===== src/rtl/swap_pkg.sv =====
`default_nettype none
// ============================================================================
// Module      : swap_pkg
// Description : Shared step encodings for swap_fsm / swap_datapath.
// Revision    : 1.0 - initial release
// ============================================================================
package swap_pkg;

    localparam logic [1:0] SEL_IDLE = 2'd0;
    localparam logic [1:0] SEL_TA   = 2'd1;
    localparam logic [1:0] SEL_AB   = 2'd2;
    localparam logic [1:0] SEL_BT   = 2'd3;

    // Expected-step encoding matches the sel value of that step.
    typedef enum logic [1:0] {
        STEP_TA = 2'd1,
        STEP_AB = 2'd2,
        STEP_BT = 2'd3
    } step_e;

    function automatic step_e next_step(input step_e cur);
        case (cur)
            STEP_TA: next_step = STEP_AB;
            STEP_AB: next_step = STEP_BT;
            default: next_step = STEP_TA;
        endcase
    endfunction

endpackage : swap_pkg
`default_nettype wire


===== src/rtl/swap_seq_check.sv =====
`default_nettype none
// ============================================================================
// Module      : swap_seq_check
// Description : Tracks the expected swap step and classifies each w/sel pair.
// Revision    : 1.0 - initial release
// ============================================================================
module swap_seq_check
    import swap_pkg::*;
(
    input  logic       clk,
    input  logic       reset,
    input  logic       i_w,
    input  logic [1:0] i_sel,
    output logic       o_step_ok,
    output logic       o_step_err,
    output logic       o_last_step,
    output logic       o_idle,
    output logic       o_busy
);

    step_e exp_q;
    step_e exp_d;

    always_comb begin
        o_step_ok   = i_w && (i_sel == exp_q);
        o_idle      = !i_w && (i_sel == SEL_IDLE) && (exp_q == STEP_TA);
        o_step_err  = !o_step_ok && !o_idle;
        o_last_step = o_step_ok && (exp_q == STEP_BT);
        o_busy      = (exp_q != STEP_TA);

        exp_d = exp_q;
        if (o_step_ok) begin
            exp_d = next_step(exp_q);
        end else if (o_step_err) begin
            // Any protocol violation aborts the swap in progress.
            exp_d = STEP_TA;
        end
    end

    always_ff @(posedge clk or posedge reset) begin
        if (reset) begin
            exp_q <= STEP_TA;
        end else begin
            exp_q <= exp_d;
        end
    end

endmodule : swap_seq_check
`default_nettype wire


===== src/rtl/swap_datapath.sv =====
`default_nettype none
// ============================================================================
// Module      : swap_datapath
// Description : A/B/T register datapath executing the 3-step swap from
//               swap_fsm, with host load, done pulse, counter and error flags.
// Revision    : 1.0 - initial release
// ============================================================================
module swap_datapath
    import swap_pkg::*;
#(
    parameter int DATA_W = 8,
    parameter int CNT_W  = 8
) (
    input  logic              clk,
    input  logic              reset,
    input  logic              w,
    input  logic [1:0]        sel,
    input  logic              load_a,
    input  logic              load_b,
    input  logic [DATA_W-1:0] data_in,
    input  logic              clr_err,
    output logic [DATA_W-1:0] a_out,
    output logic [DATA_W-1:0] b_out,
    output logic              busy,
    output logic              done,
    output logic [CNT_W-1:0]  swap_count,
    output logic              load_err,
    output logic              seq_err
);

    logic w_step_ok;
    logic w_step_err;
    logic w_last_step;
    logic w_idle;

    logic [DATA_W-1:0] a_q, a_d;
    logic [DATA_W-1:0] b_q, b_d;
    logic [DATA_W-1:0] t_q, t_d;
    logic [CNT_W-1:0]  count_q, count_d;
    logic              done_q, done_d;
    logic              load_err_q, load_err_d;
    logic              seq_err_q, seq_err_d;

    swap_seq_check u_seq_check (
        .clk         (clk),
        .reset       (reset),
        .i_w         (w),
        .i_sel       (sel),
        .o_step_ok   (w_step_ok),
        .o_step_err  (w_step_err),
        .o_last_step (w_last_step),
        .o_idle      (w_idle),
        .o_busy      (busy)
    );

    always_comb begin
        a_d        = a_q;
        b_d        = b_q;
        t_d        = t_q;
        count_d    = count_q;
        done_d     = 1'b0;
        load_err_d = load_err_q;
        seq_err_d  = seq_err_q;

        if (w_step_ok) begin
            case (sel)
                SEL_TA:  t_d = a_q;
                SEL_AB:  a_d = b_q;
                SEL_BT:  b_d = t_q;
                default: ;
            endcase
        end else if (w_idle) begin
            if (load_a) a_d = data_in;
            if (load_b) b_d = data_in;
        end

        if (w_last_step) begin
            done_d  = 1'b1;
            count_d = count_q + CNT_W'(1);
        end

        // A fresh error in the same cycle as clr_err must win.
        if (clr_err) begin
            load_err_d = 1'b0;
            seq_err_d  = 1'b0;
        end
        if (w_step_err) seq_err_d = 1'b1;
        if (w && (load_a || load_b)) load_err_d = 1'b1;
    end

    always_ff @(posedge clk or posedge reset) begin
        if (reset) begin
            a_q        <= '0;
            b_q        <= '0;
            t_q        <= '0;
            count_q    <= '0;
            done_q     <= 1'b0;
            load_err_q <= 1'b0;
            seq_err_q  <= 1'b0;
        end else begin
            a_q        <= a_d;
            b_q        <= b_d;
            t_q        <= t_d;
            count_q    <= count_d;
            done_q     <= done_d;
            load_err_q <= load_err_d;
            seq_err_q  <= seq_err_d;
        end
    end

    assign a_out      = a_q;
    assign b_out      = b_q;
    assign done       = done_q;
    assign swap_count = count_q;
    assign load_err   = load_err_q;
    assign seq_err    = seq_err_q;

endmodule : swap_datapath
`default_nettype wire


===== config.mk =====
export PLATFORM = sky130hd
export DESIGN_NAME = swap_datapath
export DESIGN_NICKNAME = d
export VERILOG_FILES = /design/src/rtl/swap_pkg.sv /design/src/rtl/swap_seq_check.sv /design/src/rtl/swap_datapath.sv
export SDC_FILE = /design/constraint.sdc
export NUM_CORES = 1
export LEC_CHECK = 0
export ABC_AREA = 0
export ABC_CLOCK_PERIOD_IN_PS = 1900
export BUFFER_PORTS_ARGS = -buffer_cell sky130_fd_sc_hd__buf_2
export CORE_AREA = 3 3 71 73
export CTS_CLUSTER_SIZE = 24
export DETAILED_ROUTE_END_ITERATION = 10
export DIE_AREA = 0 0 74 76
export PLACE_DENSITY = 0.67
export SYNTH_ARGS = -nofsm -noshare
export SYNTH_HDL_FRONTEND = slang
export SYNTH_SLANG_ARGS = --single-unit

===== constraint.sdc =====
create_clock -name clk -period 1.9 [get_ports clk]
set_clock_uncertainty 0.05 [all_clocks]
set_input_delay 0.38 -clock clk [delete_from_list [all_inputs] [get_ports clk]]
set_output_delay 0.38 -clock clk [all_outputs]
set_load 0.005 [all_outputs]

==> Word level (Yosys, flattened, before mapping) <==
Index checks and enable logic that the tools add are counted.
W data, S select, Z words.
{ "word_totals": {"regBits": 37, "in_bits": 16, "output_inout_bits": 28, "elab_cells": 54} }
{ "op_classes": {"add_sub_neg": 1, "eq_ne": 10, "muxes": 15, "n_reduce_logical": 20} }
{ "ops": {"columns": ["op", "count"], "rows": [
  ["$mux W8", 8],
  ["$reduce_bool A2 Y1", 6],
  ["$add A8 B1 Y8 const B", 1],
  ["$eq A2 B2 Y1 const B", 4],
  ["$logic_and A1 B1 Y1", 6],
  ["$reduce_and A3 Y1", 2],
  ["$eq A2 B1 Y1 const B", 2],
  ["$mux W1", 4],
  ["$mux W2", 2],
  ["$ne A2 B2 Y1 const B", 2],
  ["$pmux W2 S2", 1],
  ["$logic_not A1 Y1", 3],
  ["$eq A2 B2 Y1", 1],
  ["$logic_not A2 Y1", 1],
  ["$ne A2 B1 Y1 const B", 1],
  ["$reduce_and A2 Y1", 1],
  ["$logic_or A1 B1 Y1", 1]
]} }

==> Depth between registers and ports, before layout <==
{ "logic_depth": {"depth_word": 7, "ltp_mapped": 7, "depth_no_buf": 6} }

==> Cells and area by module <==
From an unflattened synthesis, not the netlist that was laid out.
{ "unflattened": {"hier_cells": 127, "area_unflattened_um2": 1662.8} }
{ "modules_own_cells": {"columns": ["module", "n_inst", "cells_each", "area_each_um2", "seq_area_each_um2"], "rows": [
  ["swap_datapath", 1, 109, 1477.7, 875.8],
  ["swap_seq_check", 1, 18, 185.2, 51.3]
]} }

==> Least setup slack after synthesis <==
No wires, ideal clock.
{ "synth_path": {"path_type": "flip-flop to flip-flop", "start": "reg u_seq_check.exp_q[0]", "end": "reg b_q[0], in the netlist b_out[0]", "setup_ns": 0.121, "arrival_ns": 1.728, "required_time_ns": 1.729, "setup_slack_ns": 0.000, "path_stages_with_launch": 6, "n_path_buf": 1, "period_less_slack_ns": 1.900, "cell_sequence": "dfstp_2 > ha_1 > or4b_4 > buf_6 > o22a_1 > o22a_1"} }
{ "synth_between": {"elab_chain_len": 4, "word_cells_on_any_way": 9, "cone_classes": "eq/ne: 3; mux: 1; reduce/logical: 5"} }
{ "synth_lines": {"columns": ["element", "line", "source"], "rows": [
  ["start, declared", "swap_seq_check.sv:21", "step_e exp_q;"],
  ["start signal, assigned", "swap_seq_check.sv:44", "exp_q <= exp_d;"],
  ["$eq A2 B2 Y1 or $eq A2 B1 Y1 (tied branches)", "swap_seq_check.sv:25, swap_seq_check.sv:26", null],
  ["$logic_and A1 B1 Y1 (on tied branches)", "swap_seq_check.sv:25, swap_seq_check.sv:26", null],
  ["$ne A2 B2 Y1 (no source line) or $reduce_bool A2 Y1 (tied branches)", null, null],
  ["$reduce_and A3 Y1 (no source line)", null, null],
  ["end signal, assigned", "swap_datapath.sv:94", "b_q <= '0;"],
  ["end signal, assigned", "swap_datapath.sv:102", "b_q <= b_d;"],
  ["end, declared", "swap_datapath.sv:37", "logic [DATA_W-1:0] b_q, b_d;"]
]} }
Several ways; a longest one is shown, not always the timed one.
A chain may end at the register's enable or synchronous reset.

==> Worst setup path after layout <==
{ "layout_path": {"start": "reg u_seq_check.exp_q[0]", "end": "reg b_q[2], in the netlist b_out[2]"} }
The elaborated chain is that of the path after synthesis.

==> results.json <==
{
  "diodes": 0,
  "maxSlewHeadroom": 0.554,
  "synth.distinct_cells": 35,
  "seq_power_share": 0.479,
  "fillerInstances": 394,
  "synth_warnings": 0,
  "combPwrFrac": 0.267,
  "end_kind": "flop",
  "numCtsBuffers": 5,
  "grt_pass1_vias": 1331,
  "power_density_nw_per_um2": 1150,
  "pre_cts_ws_ns": 0.00908,
  "timing.rr.end": "b_out[2]",
  "fp-row-count": 24,
  "critPathArrivalTime_ns": 2.03,
  "tightest_slew_ns": 0.668,
  "required_ns": 2.07,
  "multiInputGateArea_um2": 776,
  "finalMaxSlewViolations": 0,
  "clock.fmax_mhz": 537,
  "die_w_um": 74,
  "pin_count": 44,
  "antenna_found_initial": 0,
  "syn-mean-instance-area_um2": 11.9,
  "h-tree-depth": 2,
  "synth_edf_count": 0,
  "cts_root_buf": "clkbuf_8",
  "cts_num_sinks": 37,
  "clk_latency_ns": 0.29,
  "clkPwrFrac": 0.254,
  "hold_viol_final": 0,
  "fin_total_pwr_mw": 2.56,
  "final_common_cell": "buf_2",
  "synthesis.area_um2": 1780,
  "totalWireLength_um": 3720,
  "max-cap-violations": 0,
  "cts_tree": "done",
  "r2r_start": "u_seq_check.exp_q[0]",
  "synth_seq_cells": 37,
  "p_switching_mw": 0.744,
  "nets": 224,
  "finalSetupTns_ns": 0,
  "syn_nets": 168,
  "layout_setup_ws_ns": 0.0385,
  "finalCritPeriodShare": 0.980,
  "regToRegSetupSlack_ns": 0.04,
  "grt_util_all_layers": 0.141,
  "grt_start_max_net_pins": 38,
  "grt-ovfl-total": 0,
  "seq_area_um2": 927,
  "postCtsHoldBufs": 0,
  "syn2layout_area_growth_pct": 25.7,
  "dp.cells": 248,
  "die_h_um": 76,
  "num_vias": 1340,
  "portBuffers": 43,
  "finalSetupViolCount": 0,
  "start_util": 0.402,
  "die_area_um2": 5620,
  "final_cells": 257,
  "critPathLaunchType": "flop",
  "drcViolationCount": 0,
  "core_um2": 4410,
  "p_int_mw": 1.82,
  "rsz0062_at_grt": "true",
  "final_antenna_net_count": 0,
  "synth_ff_type": "dfrtp_1",
  "ir_drop_mv": 0.688,
  "viasPerCell": 5.21,
  "r2r_cells": 5,
  "gp_congestion": 0.769,
  "path_class": "flop to flop",
  "drive_above_1_share": 0.395,
  "clk_path_buf_depth": 2,
  "post-dp-hpwl_um": 2590,
  "cts.reportedPaths.clkPinSlew_ns": 0.08,
  "grt_pass1_wl_um": 6210,
  "final_cell_mix": "43 x buf_2, 36 x dfrtp_1, 16 x o22a_1, 12 x nand2_1, 10 x o21ai_0",
  "synth_cells": 149,
  "ys_async_sr_fraction": 1.00,
  "routedWlPerCell_um": 14.5,
  "ys_seq_area_frac": 0.522,
  "period_needed_ns": 1.86,
  "swShare": 0.290,
  "status": "finished, final reports clean",
  "p_leak_nw": 1.15,
  "crit_fanout": 8,
  "first_iter_violations": 62,
  "first_pass_iters": 4,
  "worstHoldPathType": "input pin to async pin"
}
-- cell type report --
| type | instances | share of cell area |
|---|---|---|
| Clock buffer | 5 | 0.0308 |
| Tap cell | 52 | 0.0292 |
| Multi-Input combinational cell | 97 | 0.348 |
| Timing Repair Buffer | 55 | 0.146 |
| Inverter | 9 | 0.0151 |
| Clock inverter | 2 | 0.0157 |
| Sequential cell | 37 | 0.416 |
-- logic make-up (layout without fill, tap and decap cells) --
group,after synthesis,after routing,share of synthesized area
simple gates,33,33,0.104
flops,37,37,0.522
buf+inv,15,71,0.0493
compound gates,35,35,0.152
fa+ha+maj,3,3,0.0211
mux,17,17,0.102
xor+xnor,9,9,0.0486
-- stage by stage --
| step | hold slack, ns | cell area, um^2 | utilization |
|---|---|---|---|
| after floorplan | 0.415 | 1780 | - |
| after global placement | 0.405 | 2090 | 0.473 |
| after detailed placement | 0.402 | 2090 | 0.473 |
| after CTS | 0.153 | 2190 | 0.497 |
| after global routing | 0.176 | 2230 | 0.505 |
| final | 0.126 | 2230 | 0.505 |
-- registers in the layout, indices dropped and copies added, names as in the netlist --
name	flops
t_q	8
load_err	1
done	1
swap_count	8
b_out	8
u_seq_check.exp_q	2
a_out	8
seq_err	1
-- power groups by stage --
stage,registers [mW],logic (mW),clock network [mW]
6_report,1.23,0.685,0.651
5_1_grt,1.26,0.779,0.700
4_1_cts,1.23,0.683,0.672
3_5_place_dp,1.24,0.683,0
3_3_place_gp,1.24,0.662,0
2_1_floorplan,1.23,0.376,0
-- worst max-delay path by stage --
stage | cells after the start | startpoint | to | slack, ns
after floorplan | 5 | u_seq_check.exp_q[0] | b_out[0] | 0.0005
after global placement | 5 | u_seq_check.exp_q[0] | b_out[2] | 0.05
after detailed placement | 5 | u_seq_check.exp_q[0] | b_out[6] | 0.009
after CTS | 5 | u_seq_check.exp_q[0] | b_out[6] | 0.0003
after global routing | 5 | u_seq_check.exp_q[0] | b_out[2] | -0.03
final | 5 | u_seq_check.exp_q[0] | b_out[2] | 0.04
-- cells in the mapped netlist, drive strengths merged, types with 2 or more instances --
cell   number  share of area
inv         9          0.019
a31oi       2         0.0070
nand4       2          0.011
nor2        6          0.013
nor3        2         0.0056
nand2      12          0.025
xnor2       3          0.019
dfrtp      36           0.51
nand3       4          0.014
xor2        6          0.030
o21ai      12          0.034
mux2        9          0.057
buf         6          0.030
o22a       16          0.079
mux2i       8          0.045
ha          3          0.021
-- metal layers --
metal / GRT usage / share of wire
met3: 0.0567 / 0.063
met1: 0.190 / 0.46
met5: 0 / 0
met2: 0.207 / 0.46
met4: 0.0417 / 0.0073
-- worst max-delay path, cell delays in order (launching register included) --
cell,delay [ns]
dfstp_2,0.57
ha_4,0.14
or4b_4,0.49
buf_6,0.16
o2bb2a_4,0.25
o22a_1,0.15
-- timing repair --
item | in CTS | in global routing
setup buffers | 0 | 2
setup endpoints to repair | 0 | 14
gates resized for setup | 0 | 5
(Power assumes the default switching activity.)
